## src/rtl/ecc_pkg.sv

```systemverilog
// rtl/ecc_pkg.sv - shared types and constants for the ECC key sequencer
//
// Purpose: sequencer state enum, mailbox register map and DONE register codes.
// Ports:   none (package).

package ecc_pkg;

   localparam int NUM_WORDS = 8;

   typedef enum logic [2:0] {
      S_IDLE    = 3'd0,
      S_LOAD    = 3'd1,
      S_KICK    = 3'd2,
      S_WAIT    = 3'd3,
      S_STORE   = 3'd4,
      S_DONE_WR = 3'd5,
      S_ACK     = 3'd6,
      S_CLR     = 3'd7
   } seq_state_t;

   localparam logic [4:0]  MSG_BASE   = 5'd0;
   localparam logic [4:0]  KEY_BASE   = 5'd8;
   localparam logic [4:0]  START_ADDR = 5'd30;
   localparam logic [4:0]  DONE_ADDR  = 5'd31;

   localparam logic [31:0] DONE_OK    = 32'h1;
   localparam logic [31:0] DONE_ERR   = 32'h3;

   // The host owns the register file port while idle and while it acknowledges DONE.
   function automatic logic host_owns_port(input seq_state_t s);
      return (s == S_IDLE) || (s == S_ACK);
   endfunction

endpackage

```

## src/rtl/ecc_key_sequencer_if.sv

```systemverilog
// rtl/ecc_key_sequencer_if.sv - bus bundle between host, register file, ECC core and sequencer
//
// Purpose: groups the Avalon slave, register file port, ECC core handshake and status.
// Modports:
//   slave  - the sequencer: consumes host requests, rf read data, core results
//   master - the environment: host, register file and ECC core

interface ecc_key_sequencer_if;

   logic         avl_read;
   logic         avl_write;
   logic [4:0]   avl_addr;
   logic [31:0]  avl_writedata;
   logic [3:0]   avl_byteenable;
   logic [31:0]  avl_readdata;
   logic         avl_waitrequest;

   logic [4:0]   rf_addr;
   logic         rf_load;
   logic [31:0]  rf_wdata;
   logic [3:0]   rf_byte_en;
   logic [31:0]  rf_rdata;
   logic         start_bit;

   logic [255:0] core_msg;
   logic         core_start;
   logic         core_done;
   logic [255:0] core_key;

   logic         busy;

   modport slave (
      input  avl_read, avl_write, avl_addr, avl_writedata, avl_byteenable,
      output avl_readdata, avl_waitrequest,
      output rf_addr, rf_load, rf_wdata, rf_byte_en,
      input  rf_rdata, start_bit,
      output core_msg, core_start,
      input  core_done, core_key,
      output busy
   );

   modport master (
      output avl_read, avl_write, avl_addr, avl_writedata, avl_byteenable,
      input  avl_readdata, avl_waitrequest,
      input  rf_addr, rf_load, rf_wdata, rf_byte_en,
      output rf_rdata, start_bit,
      input  core_msg, core_start,
      output core_done, core_key,
      input  busy
   );

endinterface

```

## src/rtl/rf_port_mux.sv

```systemverilog
// rtl/rf_port_mux.sv - combinational host/engine select for the register file port
//
// Purpose: routes the single register file port either straight through to the Avalon
//          host or to the sequencer engine; stalls host accesses while the engine owns it.
// Ports:
//   i_host_owns        1   host owns the port this cycle
//   i_avl_*                host request (read, write, addr, writedata, byteenable)
//   i_rf_rdata        32   register file combinational read data
//   i_eng_addr/load/wdata  engine-side request
//   o_rf_addr/load/wdata/byte_en   register file port
//   o_avl_readdata    32   host read data
//   o_avl_waitrequest  1   host stall

module rf_port_mux (
   input  logic        i_host_owns,
   input  logic        i_avl_read,
   input  logic        i_avl_write,
   input  logic [4:0]  i_avl_addr,
   input  logic [31:0] i_avl_writedata,
   input  logic [3:0]  i_avl_byteenable,
   input  logic [31:0] i_rf_rdata,
   input  logic [4:0]  i_eng_addr,
   input  logic        i_eng_load,
   input  logic [31:0] i_eng_wdata,
   output logic [4:0]  o_rf_addr,
   output logic        o_rf_load,
   output logic [31:0] o_rf_wdata,
   output logic [3:0]  o_rf_byte_en,
   output logic [31:0] o_avl_readdata,
   output logic        o_avl_waitrequest
);

   always_comb begin
      if (i_host_owns) begin
         o_rf_addr         = i_avl_addr;
         o_rf_load         = i_avl_write;
         o_rf_wdata        = i_avl_writedata;
         o_rf_byte_en      = i_avl_byteenable;
         o_avl_readdata    = i_rf_rdata;
         o_avl_waitrequest = 1'b0;
      end else begin
         o_rf_addr         = i_eng_addr;
         o_rf_load         = i_eng_load;
         o_rf_wdata        = i_eng_wdata;
         o_rf_byte_en      = 4'hF;
         o_avl_readdata    = 32'h0;
         // Held requests are stalled, never dropped; the host retries once it owns the port.
         o_avl_waitrequest = i_avl_read | i_avl_write;
      end
   end

endmodule

```

## src/rtl/ecc_key_sequencer.sv

```systemverilog
// rtl/ecc_key_sequencer.sv - mailbox port arbiter and ECC point-multiply run sequencer
//
// Purpose: shares the register file port between host and engine. On START it reads
//          MSG_IN, pulses the core, waits (with timeout) for the key, writes KEY_OUT and
//          DONE, then waits for the host to drop START before clearing DONE.
// Ports:
//   Clk    1   system clock
//   Reset  1   asynchronous active-low reset
//   bus        ecc_key_sequencer_if.slave (Avalon, register file, core, busy)
// Parameters:
//   TIMEOUT_CYCLES  cycles allowed in WAIT before aborting with the error code

module ecc_key_sequencer
   import ecc_pkg::*;
#(
   parameter int TIMEOUT_CYCLES = 1048576
) (
   input  logic                 Clk,
   input  logic                 Reset,
   ecc_key_sequencer_if.slave   bus
);

   localparam int             TW       = (TIMEOUT_CYCLES > 2) ? $clog2(TIMEOUT_CYCLES) : 1;
   localparam logic [TW-1:0]  TMO_LAST = TW'(TIMEOUT_CYCLES - 1);
   localparam logic [2:0]     CNT_LAST = 3'(NUM_WORDS - 1);

   seq_state_t     r_state;
   seq_state_t     w_next;
   logic [2:0]     r_cnt;
   logic [TW-1:0]  r_tmo;
   logic [255:0]   r_msg;
   logic [255:0]   r_key;
   logic           r_err;

   logic [4:0]     w_eng_addr;
   logic           w_eng_load;
   logic [31:0]    w_eng_wdata;
   logic           w_core_start;
   logic           w_host_req;
   logic           w_host_owns;
   logic           w_cnt_last;
   logic           w_tmo_last;
   logic [7:0]     w_word_lsb;

   assign w_host_req  = bus.avl_read | bus.avl_write;
   assign w_host_owns = host_owns_port(r_state);
   assign w_cnt_last  = (r_cnt == CNT_LAST);
   assign w_tmo_last  = (r_tmo == TMO_LAST);
   assign w_word_lsb  = {r_cnt, 5'b0};

   always_comb begin
      w_next       = r_state;
      w_eng_addr   = 5'd0;
      w_eng_load   = 1'b0;
      w_eng_wdata  = 32'h0;
      w_core_start = 1'b0;
      case (r_state)
         S_IDLE: begin
            // Only start on a quiet cycle so a host access is never cut off mid-flight.
            if (bus.start_bit && !w_host_req) w_next = S_LOAD;
         end
         S_LOAD: begin
            w_eng_addr = MSG_BASE + {2'b0, r_cnt};
            if (w_cnt_last) w_next = S_KICK;
         end
         S_KICK: begin
            w_core_start = 1'b1;
            w_next       = S_WAIT;
         end
         S_WAIT: begin
            // core_done takes priority over the timeout in the same cycle.
            if (bus.core_done)   w_next = S_STORE;
            else if (w_tmo_last) w_next = S_DONE_WR;
         end
         S_STORE: begin
            w_eng_load  = 1'b1;
            w_eng_addr  = KEY_BASE + {2'b0, r_cnt};
            w_eng_wdata = r_key[w_word_lsb +: 32];
            if (w_cnt_last) w_next = S_DONE_WR;
         end
         S_DONE_WR: begin
            w_eng_load  = 1'b1;
            w_eng_addr  = DONE_ADDR;
            w_eng_wdata = r_err ? DONE_ERR : DONE_OK;
            w_next      = S_ACK;
         end
         S_ACK: begin
            if (!bus.start_bit) w_next = S_CLR;
         end
         S_CLR: begin
            w_eng_load  = 1'b1;
            w_eng_addr  = DONE_ADDR;
            w_eng_wdata = 32'h0;
            w_next      = S_IDLE;
         end
         default: w_next = S_IDLE;
      endcase
   end

   always_ff @(posedge Clk or negedge Reset) begin
      if (!Reset) begin
         r_state <= S_IDLE;
         r_cnt   <= 3'd0;
         r_tmo   <= '0;
         r_msg   <= '0;
         r_key   <= '0;
         r_err   <= 1'b0;
      end else begin
         r_state <= w_next;
         case (r_state)
            S_LOAD: begin
               r_msg[w_word_lsb +: 32] <= bus.rf_rdata;
               r_cnt <= w_cnt_last ? 3'd0 : r_cnt + 3'd1;
            end
            S_KICK: begin
               r_tmo <= '0;
               r_err <= 1'b0;
            end
            S_WAIT: begin
               r_tmo <= r_tmo + 1'b1;
               if (bus.core_done)   r_key <= bus.core_key;
               else if (w_tmo_last) r_err <= 1'b1;
            end
            S_STORE: begin
               r_cnt <= w_cnt_last ? 3'd0 : r_cnt + 3'd1;
            end
            default: ;
         endcase
      end
   end

   rf_port_mux u_mux (
      .i_host_owns       (w_host_owns),
      .i_avl_read        (bus.avl_read),
      .i_avl_write       (bus.avl_write),
      .i_avl_addr        (bus.avl_addr),
      .i_avl_writedata   (bus.avl_writedata),
      .i_avl_byteenable  (bus.avl_byteenable),
      .i_rf_rdata        (bus.rf_rdata),
      .i_eng_addr        (w_eng_addr),
      .i_eng_load        (w_eng_load),
      .i_eng_wdata       (w_eng_wdata),
      .o_rf_addr         (bus.rf_addr),
      .o_rf_load         (bus.rf_load),
      .o_rf_wdata        (bus.rf_wdata),
      .o_rf_byte_en      (bus.rf_byte_en),
      .o_avl_readdata    (bus.avl_readdata),
      .o_avl_waitrequest (bus.avl_waitrequest)
   );

   assign bus.core_msg   = r_msg;
   assign bus.core_start = w_core_start;
   assign bus.busy       = (r_state != S_IDLE);

endmodule

```

## src/flat_wrapper.sv

```systemverilog
// flat-port wrapper written by rule: the top's interface ports become plain ports
module ecc_key_sequencer_flat import ecc_pkg::*;
#(
   parameter int TIMEOUT_CYCLES = 1048576
)
  (Clk, Reset, bus_avl_read, bus_avl_write, bus_avl_addr, bus_avl_writedata, bus_avl_byteenable, bus_avl_readdata, bus_avl_waitrequest, bus_rf_addr, bus_rf_load, bus_rf_wdata, bus_rf_byte_en, bus_rf_rdata, bus_start_bit, bus_core_msg, bus_core_start, bus_core_done, bus_core_key, bus_busy);
  ecc_key_sequencer_if bus_i ();
  input  logic Clk;
  input  logic Reset;
  input wire logic [$bits(bus_i.avl_read)-1:0] bus_avl_read;
  input wire logic [$bits(bus_i.avl_write)-1:0] bus_avl_write;
  input wire logic [$bits(bus_i.avl_addr)-1:0] bus_avl_addr;
  input wire logic [$bits(bus_i.avl_writedata)-1:0] bus_avl_writedata;
  input wire logic [$bits(bus_i.avl_byteenable)-1:0] bus_avl_byteenable;
  output wire logic [$bits(bus_i.avl_readdata)-1:0] bus_avl_readdata;
  output wire logic [$bits(bus_i.avl_waitrequest)-1:0] bus_avl_waitrequest;
  output wire logic [$bits(bus_i.rf_addr)-1:0] bus_rf_addr;
  output wire logic [$bits(bus_i.rf_load)-1:0] bus_rf_load;
  output wire logic [$bits(bus_i.rf_wdata)-1:0] bus_rf_wdata;
  output wire logic [$bits(bus_i.rf_byte_en)-1:0] bus_rf_byte_en;
  input wire logic [$bits(bus_i.rf_rdata)-1:0] bus_rf_rdata;
  input wire logic [$bits(bus_i.start_bit)-1:0] bus_start_bit;
  output wire logic [$bits(bus_i.core_msg)-1:0] bus_core_msg;
  output wire logic [$bits(bus_i.core_start)-1:0] bus_core_start;
  input wire logic [$bits(bus_i.core_done)-1:0] bus_core_done;
  input wire logic [$bits(bus_i.core_key)-1:0] bus_core_key;
  output wire logic [$bits(bus_i.busy)-1:0] bus_busy;
  assign bus_i.avl_read = bus_avl_read;
  assign bus_i.avl_write = bus_avl_write;
  assign bus_i.avl_addr = bus_avl_addr;
  assign bus_i.avl_writedata = bus_avl_writedata;
  assign bus_i.avl_byteenable = bus_avl_byteenable;
  assign bus_avl_readdata = bus_i.avl_readdata;
  assign bus_avl_waitrequest = bus_i.avl_waitrequest;
  assign bus_rf_addr = bus_i.rf_addr;
  assign bus_rf_load = bus_i.rf_load;
  assign bus_rf_wdata = bus_i.rf_wdata;
  assign bus_rf_byte_en = bus_i.rf_byte_en;
  assign bus_i.rf_rdata = bus_rf_rdata;
  assign bus_i.start_bit = bus_start_bit;
  assign bus_core_msg = bus_i.core_msg;
  assign bus_core_start = bus_i.core_start;
  assign bus_i.core_done = bus_core_done;
  assign bus_i.core_key = bus_core_key;
  assign bus_busy = bus_i.busy;
  ecc_key_sequencer #(.TIMEOUT_CYCLES(TIMEOUT_CYCLES)) u_core (.Clk(Clk), .Reset(Reset), .bus(bus_i));
endmodule
```

## config.mk

```make
export PLATFORM = sky130hd
export DESIGN_NAME = ecc_key_sequencer_flat
export DESIGN_NICKNAME = d
export VERILOG_FILES = /design/src/rtl/ecc_pkg.sv /design/src/rtl/ecc_key_sequencer_if.sv /design/src/rtl/rf_port_mux.sv /design/src/rtl/ecc_key_sequencer.sv /design/src/flat_wrapper.sv
export SDC_FILE = /design/constraint.sdc
export NUM_CORES = 1
export LEC_CHECK = 0
export BUFFER_PORTS_ARGS = -buffer_cell sky130_fd_sc_hd__buf_2
export CAP_MARGIN = 20
export CORE_AREA = 2 2 259 261
export CTS_CLUSTER_SIZE = 10
export DETAILED_ROUTE_END_ITERATION = 8
export DIE_AREA = 0 0 261 263
export PLACE_DENSITY_LB_ADDON = 0.15
export SYNTH_ARGS = -nofsm -noshare
export SYNTH_HDL_FRONTEND = slang
export SYNTH_SLANG_ARGS = --single-unit
```

## constraint.sdc

```tcl
create_clock -name Clk -period 2.6 [get_ports Clk]
set_input_delay 0.52 -clock Clk [delete_from_list [all_inputs] [get_ports Clk]]
set_output_delay 0.52 -clock Clk [all_outputs]
set_load 0.02 [all_outputs]
```

==> reports/qor.txt <==
Outcome: finished, violations left
Failing checks: setup timing
HPWL after DPL: 57900 um
Largest cells by area after synthesis: dfrtp_1 57%, mux2_2 25%, mux4_2 3.1%
Die area: 68600 um2
Register area: 13500 um2
Post-synth net total: 2048
Reg2Reg Capture Point: u_core.r_key[192]
Syn. warnings: 0
LEAKAGE: 15.9 nW
TritonCTS clock tree: yes
Slowest cell on the critical path: dfrtp_4
Clock sinks: 539
Post-synth EDFFs: 0
Clock Latency Late Sink: 0.60 ns
Synth-to-layout area growth: 34.1%
Register area share after synthesis: 0.565
CP Class: reg2out
Core Util, Final: 0.488
Setup_tns: -10.02 ns
Initial Utilization: 0.364
Crit Path Max Fanout: 8
Maximum vdd ir drop: 683 uV
Synth cell types: 46
First-pass GRT wire length: 119000 um
All-Layer GR Usage: 0.233
Largest net degree at the start of global routing: 68
Worst EP arrival: 2.41 ns
Worst Hold Path EP: u_core.r_key[7]
Total core area: 65600 um2
Max Cap Viol: 0
RSZ-0062 raised after global routing: yes
Slew margin rel.: 0.423
Die W: 261 um
Critical Path Most Common Cell: buf_12
Area of the multi-input gates: 10200 um2
Die Height: 263 um
Via count: 17200
Fin crit share: 1.13
Setup Viol. Count Final: 57
Count leader, synth: dfrtp_1
CP endpoint kind: primary output
Fill count: 5910
Worst Path Required: 2.08 ns
Avg Cell Area, Syn: 14.0 um2
1st-iter DRT viols: 934
CP peak stage delay: 0.49 ns
Fin. Hold Viols: 0
H-tree depth: 3
Mapped Cells: 1705
DRC Markers: 0
Clock Root Buffer: clkbuf_16
Final WL: 81800 um
Post-Syn Area: 23900 um2
Synth Flop Type: dfrtp_1
Top-area cell type share of the netlist area: 0.565
Antenna violations before repair: 38
Layout Nets: 2776
P per Cell Area: 1290 nW/um2
CTS Buf Count: 66
Vias in the first global route: 18400
HP Start: bus_core_key[7]
Grt ovf: 0
Final Skew: 0.0157 ns
Setup ws final: -0.333 ns
IO Port Bufs: 667
Tmin final: 2.93 ns
WL/cell: 24.5 um
Clk slew on worst S/H paths: 0.06 ns
Fin. max-slew vios: 0
Worst-path cell chain: buf_12 -> buf_16 -> buf_12 -> mux2_2 -> o22ai_4 -> o31ai_2 -> buf_4
Share of cells above drive strength 1: 0.616
Post-synthesis register bit count: 539
R2r setup slk: 0.19 ns
Top post-synthesis cells by count: 539 x dfrtp_1, 528 x mux2_2, 74 x and2_1
FMAX: 341 MHz
RR Startpoint: u_core.r_state[1]
DR vias/cell: 5.15
Critical path launch point type: flip-flop
Cell taking the most area after synthesis: dfrtp_1
Ports: 668
FF-to-FF path depth: 7
Slew @ Worst Pin: 0.860 ns
Hold Path Class: in2reg
Final Wtd Congestion: 0.894
Final ANT Viol Nets: 0
Async set or reset register ratio after synthesis: 1.00
# rows: 94
Clock buffer depth: 3
Hold depth: 2
Router iterations before antenna repair: 4
[where the power goes]
group / switching [mW] / internal [mW] / total, mW
sequential: 1.89 / 11.9 / 13.8
clock: 3.47 / 4.83 / 8.30
combinational: 9.84 / 9.35 / 19.2
[worst max-delay path, delay by kind of cell (launching register included)]
kind                   cells  cell delay, ns
AOI/OAI and AO/OA          2            0.40
buffers and inverters      4            0.67
DFF                        1            0.49
muxes                      1            0.25
[what timing repair did]
item | 4_1_cts | 5_1_grt
hold buffers | 1 | 0
hold endpoints to repair | 50 | 0
setup endpoints to repair | 186 | 98
gates cloned | 10 | 3
gates resized for setup | 155 | 61
buffers inserted | 22 | 5
pin swaps | 15 | 21
[kinds of logic (layout without fill, tap and decap cells)]
family,Yosys count,after routing,share of synthesized area
adders and majority gates,8,8,0.00419
other,0,17,0
and+or+nand+nor,302,302,0.0689
buffers and inverters,125,876,0.0239
xor gates and xnor gates,3,3,0.00110
DFF,539,539,0.565
AOI/OAI and AO/OA,115,115,0.0328
muxes,613,613,0.304
[state kept, by name, summed over array words and instances, names as in the netlist]
register and count:
u_core.bus.core_msg 256, u_core.r_err 1, u_core.r_state 3, u_core.r_tmo 20
u_core.r_cnt 3, u_core.r_key 256
[cell usage in the layout (no fill, tap or decap), types with 10 or more instances in the layout]
cell type	netlist	final
and3_1	62	59
mux2_4	0	10
o31ai_1	34	23
mux4_2	33	33
o22ai_1	34	19
nand2_1	59	58
nor2_1	47	33
o22ai_2	0	10
clkbuf_16	0	70
mux2_2	528	518
o21ai_0	17	16
a21oi_1	10	10
buf_6	3	37
o31ai_2	0	10
nand3_1	18	14
buf_4	1	64
mux2i_1	16	15
and2_1	74	48
diode_2	0	17
buf_12	0	41
mux2_1	36	36
buf_2	60	617
clkbuf_1	48	12
nand4_1	15	15
dfrtp_1	539	534
and2_4	0	26
[worst max-delay path by stage]
stage	start	endpoint	slack (ns)	cells after the start
final	u_core.r_cnt[0]	bus_rf_wdata[13]	-0.33	7
after global routing	u_core.r_cnt[0]	bus_rf_wdata[22]	-0.42	7
after CTS	u_core.r_cnt[0]	bus_rf_wdata[2]	-0.41	7
after detailed placement	u_core.r_cnt[0]	u_core.bus.core_msg[100]	-0.23	7
after global placement	u_core.r_cnt[0]	u_core.bus.core_msg[106]	-0.14	7
after floorplan	u_core.r_cnt[0]	bus_rf_wdata[28]	0.25	6
[per-stage QoR]
stage | instance area, um2 | cells | worst slack (ns) | total power [mW] | hold slack, ns
after floorplan | 23900 | 1705 | 0.245 | 24.0 | 0.224
after global placement | 28700 | 3193 | -0.143 | 29.9 | 0.459
after detailed placement | 28700 | 3193 | -0.228 | 30.3 | 0.462
after CTS | 31700 | 3317 | -0.406 | 41.2 | 0.105
after global routing | 32000 | 3329 | -0.415 | 43.4 | 0.123
final | 32000 | 3337 | -0.333 | 41.2 | 0.149
[per-layer routing]
metal  GRT usage  part of all wire  wire length [um]
met3      0.0753             0.074              6040
met5           0            0.0032               259
met4      0.0625             0.025              2010
met2       0.405              0.50             41100
met1       0.275              0.40             32400
[area by class of cell]
type,count,share of cell area
diodes,17,0.00133
inverters,9,0.00106
clock buffers,85,0.0564
flip-flops and latches,539,0.422
multi-input cells,1041,0.320
well taps,864,0.0338
clock inverters,6,0.00258
repair buffers,776,0.163
Power figures use the tool's default switching activity.
